==> src/rtl/intersection_phase_scheduler_if.sv <==
// Intersection phase scheduler signal bundle.
//   jam_sensor_0..3 : per-road congestion flags (environment -> scheduler)
//   allow_0..3      : per-road green grants      (scheduler -> environment)
//   clear           : all-red clearance active
//   current_road    : last granted road (the granted road while green)
//   jam_mode        : current/last grant was jam-selected
// master = scheduler side, slave = road/controller side.
interface intersection_phase_scheduler_if;
    logic       jam_sensor_0;
    logic       jam_sensor_1;
    logic       jam_sensor_2;
    logic       jam_sensor_3;
    logic       allow_0;
    logic       allow_1;
    logic       allow_2;
    logic       allow_3;
    logic       clear;
    logic [1:0] current_road;
    logic       jam_mode;

    modport master (
        input  jam_sensor_0, jam_sensor_1, jam_sensor_2, jam_sensor_3,
        output allow_0, allow_1, allow_2, allow_3,
        output clear, current_road, jam_mode
    );

    modport slave (
        output jam_sensor_0, jam_sensor_1, jam_sensor_2, jam_sensor_3,
        input  allow_0, allow_1, allow_2, allow_3,
        input  clear, current_road, jam_mode
    );
endinterface

==> src/rtl/intersection_phase_scheduler.sv <==
// Four-road intersection phase scheduler.
// Alternates an all-red CLEAR phase with a single-road GREEN phase. The road
// for the next green is chosen in the last CLEAR cycle: jammed roads are
// preferred (searched round-robin from current_road+1) until MAX_JAM_STREAK
// consecutive jam grants have been made, after which a normal round-robin
// grant is forced.
// Ports:
//   clk  : clock, rising edge
//   rst  : synchronous active-high reset
//   bus  : intersection_phase_scheduler_if.master (sensors in, grants out)
module intersection_phase_scheduler #(
    parameter int GREEN_CYCLES     = 8,
    parameter int JAM_GREEN_CYCLES = 16,
    parameter int CLEAR_CYCLES     = 2,
    parameter int MAX_JAM_STREAK   = 2
) (
    input  logic                            clk,
    input  logic                            rst,
    intersection_phase_scheduler_if.master  bus
);
    localparam int NUM_ROADS = 4;

    // Terminal timer values; legal durations are 1..256 so each fits 8 bits.
    localparam logic [7:0] CLR_LAST = 8'(CLEAR_CYCLES - 1);
    localparam logic [7:0] GRN_LAST = 8'(GREEN_CYCLES - 1);
    localparam logic [7:0] JAM_LAST = 8'(JAM_GREEN_CYCLES - 1);
    localparam logic [3:0] STREAK_MAX = 4'(MAX_JAM_STREAK);

    typedef enum logic {
        ST_CLEAR = 1'b0,
        ST_GREEN = 1'b1
    } state_t;

    state_t                 state, state_nxt;
    logic [7:0]             timer, timer_nxt;
    logic [3:0]             streak, streak_nxt;
    logic [1:0]             cur_road, road_nxt;
    logic                   jam_q, jam_nxt;
    logic                   clear_q;
    logic [NUM_ROADS-1:0]   allow_q;

    logic [NUM_ROADS-1:0]   jam_vec;
    logic [1:0]             jam_pick;
    logic [1:0]             cand;
    logic [7:0]             grn_last;

    assign jam_vec = {bus.jam_sensor_3, bus.jam_sensor_2,
                      bus.jam_sensor_1, bus.jam_sensor_0};

    // First jammed road in order cur+1, cur+2, cur+3, cur. Walking the
    // offsets from far to near lets the nearest hit overwrite the others.
    // The 2-bit add wraps, so offset 4 lands on cur_road itself.
    always_comb begin
        cand     = '0;
        jam_pick = cur_road;
        for (int k = NUM_ROADS; k >= 1; k--) begin
            cand = cur_road + 2'(k);
            if (jam_vec[cand]) jam_pick = cand;
        end
    end

    assign grn_last = jam_q ? JAM_LAST : GRN_LAST;

    always_comb begin
        state_nxt  = state;
        timer_nxt  = timer + 8'd1;
        streak_nxt = streak;
        road_nxt   = cur_road;
        jam_nxt    = jam_q;
        unique case (state)
            ST_CLEAR: begin
                if (timer == CLR_LAST) begin
                    state_nxt = ST_GREEN;
                    timer_nxt = '0;
                    // Sensors only matter here, in the last clearance cycle.
                    if ((|jam_vec) && (streak < STREAK_MAX)) begin
                        road_nxt   = jam_pick;
                        jam_nxt    = 1'b1;
                        streak_nxt = streak + 4'd1;
                    end else begin
                        road_nxt   = cur_road + 2'd1;
                        jam_nxt    = 1'b0;
                        streak_nxt = '0;
                    end
                end
            end
            ST_GREEN: begin
                // Duration is fixed by jam_q latched at grant time, so
                // sensor activity during green cannot alter it.
                if (timer == grn_last) begin
                    state_nxt = ST_CLEAR;
                    timer_nxt = '0;
                end
            end
            default: begin
                state_nxt = ST_CLEAR;
                timer_nxt = '0;
            end
        endcase
    end

    always_ff @(posedge clk) begin
        if (rst) begin
            state    <= ST_CLEAR;
            timer    <= '0;
            streak   <= '0;
            cur_road <= 2'd3;
            jam_q    <= 1'b0;
        end else begin
            state    <= state_nxt;
            timer    <= timer_nxt;
            streak   <= streak_nxt;
            cur_road <= road_nxt;
            jam_q    <= jam_nxt;
        end
    end

    // Grant outputs are loaded from the next-state decode so they change on
    // the same edge as the phase transition.
    always_ff @(posedge clk) begin
        if (rst) begin
            clear_q <= 1'b1;
            allow_q <= '0;
        end else begin
            clear_q <= (state_nxt == ST_CLEAR);
            for (int i = 0; i < NUM_ROADS; i++) begin
                allow_q[i] <= (state_nxt == ST_GREEN) && (road_nxt == 2'(i));
            end
        end
    end

    assign bus.allow_0      = allow_q[0];
    assign bus.allow_1      = allow_q[1];
    assign bus.allow_2      = allow_q[2];
    assign bus.allow_3      = allow_q[3];
    assign bus.clear        = clear_q;
    assign bus.current_road = cur_road;
    assign bus.jam_mode     = jam_q;
endmodule

==> src/flat_wrapper.sv <==
// flat-port wrapper written by rule: the top's interface ports become plain ports
module intersection_phase_scheduler_flat 
#(
    parameter int GREEN_CYCLES     = 8,
    parameter int JAM_GREEN_CYCLES = 16,
    parameter int CLEAR_CYCLES     = 2,
    parameter int MAX_JAM_STREAK   = 2
)
  (clk, rst, bus_jam_sensor_0, bus_jam_sensor_1, bus_jam_sensor_2, bus_jam_sensor_3, bus_allow_0, bus_allow_1, bus_allow_2, bus_allow_3, bus_clear, bus_current_road, bus_jam_mode);
  intersection_phase_scheduler_if bus_i ();
  input  logic clk;
  input  logic rst;
  input wire logic [$bits(bus_i.jam_sensor_0)-1:0] bus_jam_sensor_0;
  input wire logic [$bits(bus_i.jam_sensor_1)-1:0] bus_jam_sensor_1;
  input wire logic [$bits(bus_i.jam_sensor_2)-1:0] bus_jam_sensor_2;
  input wire logic [$bits(bus_i.jam_sensor_3)-1:0] bus_jam_sensor_3;
  output wire logic [$bits(bus_i.allow_0)-1:0] bus_allow_0;
  output wire logic [$bits(bus_i.allow_1)-1:0] bus_allow_1;
  output wire logic [$bits(bus_i.allow_2)-1:0] bus_allow_2;
  output wire logic [$bits(bus_i.allow_3)-1:0] bus_allow_3;
  output wire logic [$bits(bus_i.clear)-1:0] bus_clear;
  output wire logic [$bits(bus_i.current_road)-1:0] bus_current_road;
  output wire logic [$bits(bus_i.jam_mode)-1:0] bus_jam_mode;
  assign bus_i.jam_sensor_0 = bus_jam_sensor_0;
  assign bus_i.jam_sensor_1 = bus_jam_sensor_1;
  assign bus_i.jam_sensor_2 = bus_jam_sensor_2;
  assign bus_i.jam_sensor_3 = bus_jam_sensor_3;
  assign bus_allow_0 = bus_i.allow_0;
  assign bus_allow_1 = bus_i.allow_1;
  assign bus_allow_2 = bus_i.allow_2;
  assign bus_allow_3 = bus_i.allow_3;
  assign bus_clear = bus_i.clear;
  assign bus_current_road = bus_i.current_road;
  assign bus_jam_mode = bus_i.jam_mode;
  intersection_phase_scheduler #(.GREEN_CYCLES(GREEN_CYCLES), .JAM_GREEN_CYCLES(JAM_GREEN_CYCLES), .CLEAR_CYCLES(CLEAR_CYCLES), .MAX_JAM_STREAK(MAX_JAM_STREAK)) u_core (.clk(clk), .rst(rst), .bus(bus_i));
endmodule
==> config.mk <==
export PLATFORM = sky130hd
export DESIGN_NAME = intersection_phase_scheduler_flat
export DESIGN_NICKNAME = d
export VERILOG_FILES = /design/src/rtl/intersection_phase_scheduler_if.sv /design/src/rtl/intersection_phase_scheduler.sv /design/src/flat_wrapper.sv
export SDC_FILE = /design/constraint.sdc
export NUM_CORES = 1
export LEC_CHECK = 0
export ABC_AREA = 1
export BUFFER_PORTS_ARGS = -buffer_cell sky130_fd_sc_hd__buf_2
export CAP_MARGIN = 20
export CELL_PAD_IN_SITES_DETAIL_PLACEMENT = 0
export CELL_PAD_IN_SITES_GLOBAL_PLACEMENT = 2
export CORE_MARGIN = 1.5
export CORE_UTILIZATION = 33
export DETAILED_ROUTE_END_ITERATION = 16
export PLACE_DENSITY = 0.87
export SYNTH_ARGS = -nofsm -noshare
export SYNTH_HDL_FRONTEND = slang
export SYNTH_SLANG_ARGS = --single-unit
==> constraint.sdc <==
create_clock -name clk -period 4 [get_ports clk]
set_input_delay 0.2 -clock clk [delete_from_list [all_inputs] [get_ports clk]]
set_output_delay 0.2 -clock clk [all_outputs]
set_load 0.05 [all_outputs]
# ---- After elaboration in Yosys (flattened, before gate mapping)
# Index checks and enable logic that the tools add are counted.
dict set report op_classes {
  muxes 21
  n_bitwise 2
  order_cmp 4
  n_eq_ne 5
  reduce_logical 8
  addsub 5
}
# operator n
set op_table {}
lappend op_table {{$mux W8} 2}
lappend op_table {{$pmux W8 S2} 1}
lappend op_table {{$mux W2} 6}
lappend op_table {{$lt A2 B3 Y1 const B} 3}
lappend op_table {{$add A8 B1 Y8 const B} 1}
lappend op_table {{$eq A8 B1 Y1 const B} 1}
lappend op_table {{$eq A8 B8 Y1} 1}
lappend op_table {{$mux W4} 2}
lappend op_table {{$bmux W1 S2} 3}
lappend op_table {{$mux W1} 6}
lappend op_table {{$logic_and A1 B1 Y1} 5}
lappend op_table {{$add A2 B2 Y2 const B} 2}
lappend op_table {{$add A4 B1 Y4 const B} 1}
lappend op_table {{$eq A2 B2 Y1 const B} 2}
lappend op_table {{$lt A4 B2 Y1 const B} 1}
lappend op_table {{$reduce_or A4 Y1} 1}
lappend op_table {{$add A2 B1 Y2 const B} 1}
lappend op_table {{$eq A2 B1 Y1 const B} 1}
lappend op_table {{$logic_not A2 Y1} 1}
lappend op_table {{$not A1 Y1} 2}
lappend op_table {{$pmux W1 S2} 1}
lappend op_table {{$reduce_and A2 Y1} 1}
dict set report word_totals {
  register_bits 21
  input_bits 6
}

# ---- Longest topological paths before layout
dict set report logic_depth {
  word_depth 11
  mapped_depth 14
  mapped_depth_nobuf 13
}

# ---- Least setup slack after synthesis
# OpenSTA, ideal clock, no wires.
dict set report synth_timing {
  kind {register to register}
  from {register u_core.cur_road[0], in the netlist u_core.bus.current_road[0]}
  to {register u_core.allow_q[2]}
  arrival_ns 1.541
  synth_period_minus_slack_ns 1.663
  path_stages_with_launch 13
  setup_slack_ns 2.337
  required_time_ns 3.879
  n_path_buf 1
  path_cell_list {dfxtp_1 > buf_6 > inv_4 > nand2_2 > nand2_2 > inv_2 > nand2_2 > nand2_1 > nor2_1 > nand2_1 > nand2_1 > a21oi_1 > nor2_1}
}
dict set report synth_between {
  elab_chain_len 11
  elab_cells_between_ends 17
  classes_between {add/sub: 3; eq/ne: 1; mux: 12; reduce/logical: 1}
}
# element line
set synth_lines {}
lappend synth_lines {{start: declaration} intersection_phase_scheduler.sv:37} ;# logic [1:0] cur_road, road_nxt;
lappend synth_lines {{start signal: assignment} intersection_phase_scheduler.sv:113} ;# cur_road <= road_nxt;
lappend synth_lines {{$add A2 B2 Y2} intersection_phase_scheduler.sv:57} ;# cand = cur_road + 2'(k);
lappend synth_lines {{$bmux W1 S2} intersection_phase_scheduler.sv:58} ;# if (jam_vec[cand]) jam_pick = cand;
lappend synth_lines {{$mux W1 (not written as such)} intersection_phase_scheduler.sv:58}
lappend synth_lines {{$mux W2 (3 in a row)} intersection_phase_scheduler.sv:58}
lappend synth_lines {{$mux W2} intersection_phase_scheduler.sv:76} ;# if ((|jam_vec) && (streak < STREAK_MAX)) begin
lappend synth_lines {{$mux W2} intersection_phase_scheduler.sv:72} ;# if (timer == CLR_LAST) begin
lappend synth_lines {{$mux W2 *} intersection_phase_scheduler.sv:70} ;# unique case (state)
lappend synth_lines {{$eq A2 B2 Y1 *} intersection_phase_scheduler.sv:127} ;# allow_q[i] <= (state_nxt == ST_GREEN) && (road_nxt == 2'(i));
lappend synth_lines {{$logic_and A1 B1 Y1 *} intersection_phase_scheduler.sv:127}
lappend synth_lines {{end signal: indexed assignment} intersection_phase_scheduler.sv:127}
lappend synth_lines {{end: declaration} intersection_phase_scheduler.sv:40} ;# logic [NUM_ROADS-1:0] allow_q;
# Mark *: on every way between the ends. The rest lies on a longest branch, timed or not. The select of a mux whose other input is x is not followed.
# A chain may end at the register's enable or synchronous reset.

# ---- Worst setup path in the final report
dict set report layout_timing {
  from {register u_core.timer[0]}
  to {register u_core.allow_q[1]}
}
dict set report layout_between {
  elab_chain_len 5
  elab_cells_between_ends 9
  classes_between {eq/ne: 3; mux: 5; reduce/logical: 1}
}
# element line
set layout_lines {}
lappend layout_lines {{start: declaration} intersection_phase_scheduler.sv:35} ;# logic [7:0] timer, timer_nxt;
lappend layout_lines {{start signal: assignment} intersection_phase_scheduler.sv:111} ;# timer <= timer_nxt;
lappend layout_lines {{$eq A8 B1 Y1} intersection_phase_scheduler.sv:72}
lappend layout_lines {{$mux W2} intersection_phase_scheduler.sv:72}
lappend layout_lines {{$mux W2} intersection_phase_scheduler.sv:70}
lappend layout_lines {{$eq A2 B1 Y1} intersection_phase_scheduler.sv:127}
lappend layout_lines {{$logic_and A1 B1 Y1 *} intersection_phase_scheduler.sv:127}
# Mark *: on every way between the ends. The rest lies on a longest branch, timed or not.

==> results.md <==
* Area after DPL at 1090 sq um
* Top cell family by delay on the critical path: compound AO/OA/AOI/OAI gates
* Fillers at 310
* Mux cell area share after synthesis at 0%
* Worst Path Class, Setup: reg2reg
* Skew-Pair Late Insertion Delay at 290 ps
* RSZ-0062 raised after global routing: false
* Cell mode on critical path: o21ai_0
* Pre-CTS setup slack at 2440 ps
* Crit path largest cell delay at 390 ps
* Clock buffer depth at 2
* Fin crit share at 39.3%
* Die ar. at 3370 sq um
* GPL Wtd Cong at 0.824
* Synthesized area per cell at 7.53 sq um
* DRT iter0 DRCs at 29
* Commonest non-fill, non-tap cell in the layout: nand2_1
* Status: complete, no violations
* Leading area contributor after synthesis: dfxtp_1
* WP data arrival at 1760 ps
* CTS Root Cell: clkbuf_4
* Nets@finish at 158
* Post-Synth Simple-Gate Area at 33.6%
* Compound-gate portion of the synthesized area at 10.1%
* Area delta synth->final at 11.6%
* Synth Instances at 133
* Final Worst Setup Slack at 2430 ps
* Tmin final at 1570 ps
* PortBufs at 13
* Most frequent cells in the layout: 28 x nand2_1, 23 x nor2_1, 21 x dfxtp_1
* All-Layer GR Usage at 13.1%
* Remaining global-route overflow at 0
* Max frequency at 637 MHz
* Core area at 2810 sq um
* Share of cells above drive strength 1 at 23.0%
* Post-synth top area share at 42.0%
* Antenna diode count at 0
* Post-Synth Adder-Cell Area at 3.75%
* Largest family of logic cells by synthesized area: simple AND/OR/NAND/NOR gates
* Die Width at 58.1 microns
* Initial antenna violation count at 0
* WP data required at 4190 ps
* Max_cap viols at 0
* Final hold slack at 213 ps
* Post-cts resize count at 0
* First drt pass iteration count at 6
* Worst IR Drop VDD at 0.221 mV
* DR vias/cell at 4.78
* Final standard cell area without fillers at 1120 sq um
* Clock Sink Count at 21
* DR WL/cell at 10.7 microns
* Nature of the critical path startpoint: register
* Worst-path clk slew at 110 ps
* Type of the tightest min-delay check: in2reg
* Least-Margin Pin Slew at 508 ps
* CP Cell Sequence: ha_1 -> nand2_1 -> a21oi_1 -> o21ai_0 -> o21ai_0 -> a21oi_4 -> nand3_1 -> nor2_1
* Vias in the first global route at 845
* Setup total negative slack at 0 ps
* Die height at 58.1 microns
* Mapped Area at 1000 sq um
* Routed wire length at 1.92 mm
* CTS tree: yes
* Via count at 856
* ANT nets after route at 0
* Synth Net Count at 142
* Crit-path slowest cell: dfxtp_1
* Final Hold Violating Endpoints at 0
* DRC errors left at 0
* Final slew viol count at 0
* Number of cells in the finished layout apart from fillers at 179
* Crit path capture type: register
* # Post-CTS Setup Buffers at 0
* R2R Setup Slk at 2430 ps
* Pwr Density at 532 nW/um^2
* CTS HTree Levels at 1
* # IOs at 14
* Crit path max fanout at 4
* Seq cells post-synth at 21
* Post-DP HPWL at 1.55 mm
* Largest net degree at the start of global routing at 13
* Max-Slew Margin vs Limit at 65.8%
* TritonCTS Buffers at 3
* Starting Density at 35.7%
* CTS Hold Bufs at 0
* Post-Synth XOR/XNOR Area at 3.50%
* Clock skew at 1.45 ps
* Leak Pwr at 0.528 nW
* Site Rows at 19
* Largest cells by area after synthesis: dfxtp_1 42%, nand2_1 11%, nor2_1 8.6%, nand2_2 4.4%, ha_1 3.8%
* Crit path buffers/inverters at 0
* Yosys warning count at 0
* Yosys cell types at 26
* Register area share after synthesis at 42.0%
* First-pass GRT wire length at 3.39 mm
* Final setup viols at 0
* Cell Count Post-Placement at 175
[registers in the layout (all words and copies together) (netlist names)]
| name | cells |
|---|---|
| u_core.allow_q | 4 |
| u_core.bus.clear | 1 |
| u_core.bus.current_road | 2 |
| u_core.bus.jam_mode | 1 |
| u_core.state | 1 |
| u_core.streak | 4 |
| u_core.timer | 8 |
[worst paths after layout]
kind,cells past startpoint,start,to
max,8,u_core.timer[0]$_SDFF_PP0_,u_core.allow_q[1]$_SDFF_PP0_
min,2,rst,u_core.bus.jam_mode$_SDFFE_PP0P_
max reg2reg,8,u_core.timer[0]$_SDFF_PP0_,u_core.allow_q[1]$_SDFF_PP0_
min reg2reg,2,u_core.streak[3]$_SDFFE_PP0P_,u_core.streak[3]$_SDFFE_PP0P_
[kinds of logic (layout without fill, tap and decap cells)]
family | after synthesis | count (layout)
and+or+nand+nor | 74 | 74
DFF | 21 | 21
buffers and inverters | 16 | 31
AOI/OAI and AO/OA | 15 | 15
xor gates and xnor gates | 4 | 4
adders and majority gates | 3 | 3
[per-layer routing]
metal	track usage [%]	routed length [microns]	share of wire, %	vias to the layer above
met1	14.1	869	45	384
li1	-	-	-	455
met5	0	0	0	-
met4	6.98	18	0.94	0
met3	1.34	59	3.1	2
met2	24.7	970	51	15
[final cells by class]
type	instances	area (sq um)	area share, %
clock buffers	3	22.5	2.02
multi-input cells	96	510	45.7
well taps	31	38.8	3.47
flip-flops and latches	21	420	37.6
inverters	14	55.1	4.93
repair buffers	13	65.1	5.82
clock inverters	1	5.00	0.448
[cell usage after synthesis]
master	number
nand2_1	28
nor2_1	23
dfxtp_1	21
inv_1	10
nand2_2	7
nand3_1	7
a21oi_1	5
ha_1	3
inv_2	3
nor2_2	3
o21ai_0	3
xor2_1	3
a32o_1	2
nor3b_1	2
o21ai_1	2
a211oi_1	1
a21oi_4	1
buf_6	1
clkbuf_1	1
inv_4	1
nand3_2	1
nand4_1	1
nor2_4	1
nor3_1	1
o31ai_1	1
xnor2_1	1
[per-stage QoR]
step / util, % / power, W
6_report: 39.8 / 0.000595
5_1_grt: 39.8 / 0.000642
4_1_cts: 39.8 / 0.000606
3_5_place_dp: 38.8 / 0.000504
3_3_place_gp: 38.8 / 0.000505
2_1_floorplan: - / 0.000460
[worst register-to-register path, delay by kind of cell (launching register included)]
kind,cells,cell delay [ps]
simple gates,3,260
fa+ha+maj,1,180
flops,1,390
compound gates,4,650
[power breakdown]
part / switching, W / internal, W / leakage, nW
Combinational: 0.000171 / 0.0000696 / 0.339
Sequential: 0.0000226 / 0.000235 / 0.171
Clock: 0.0000596 / 0.0000372 / 0.0177
Total: 0.000253 / 0.000341 / 0.528
(Power assumes the default switching activity.)
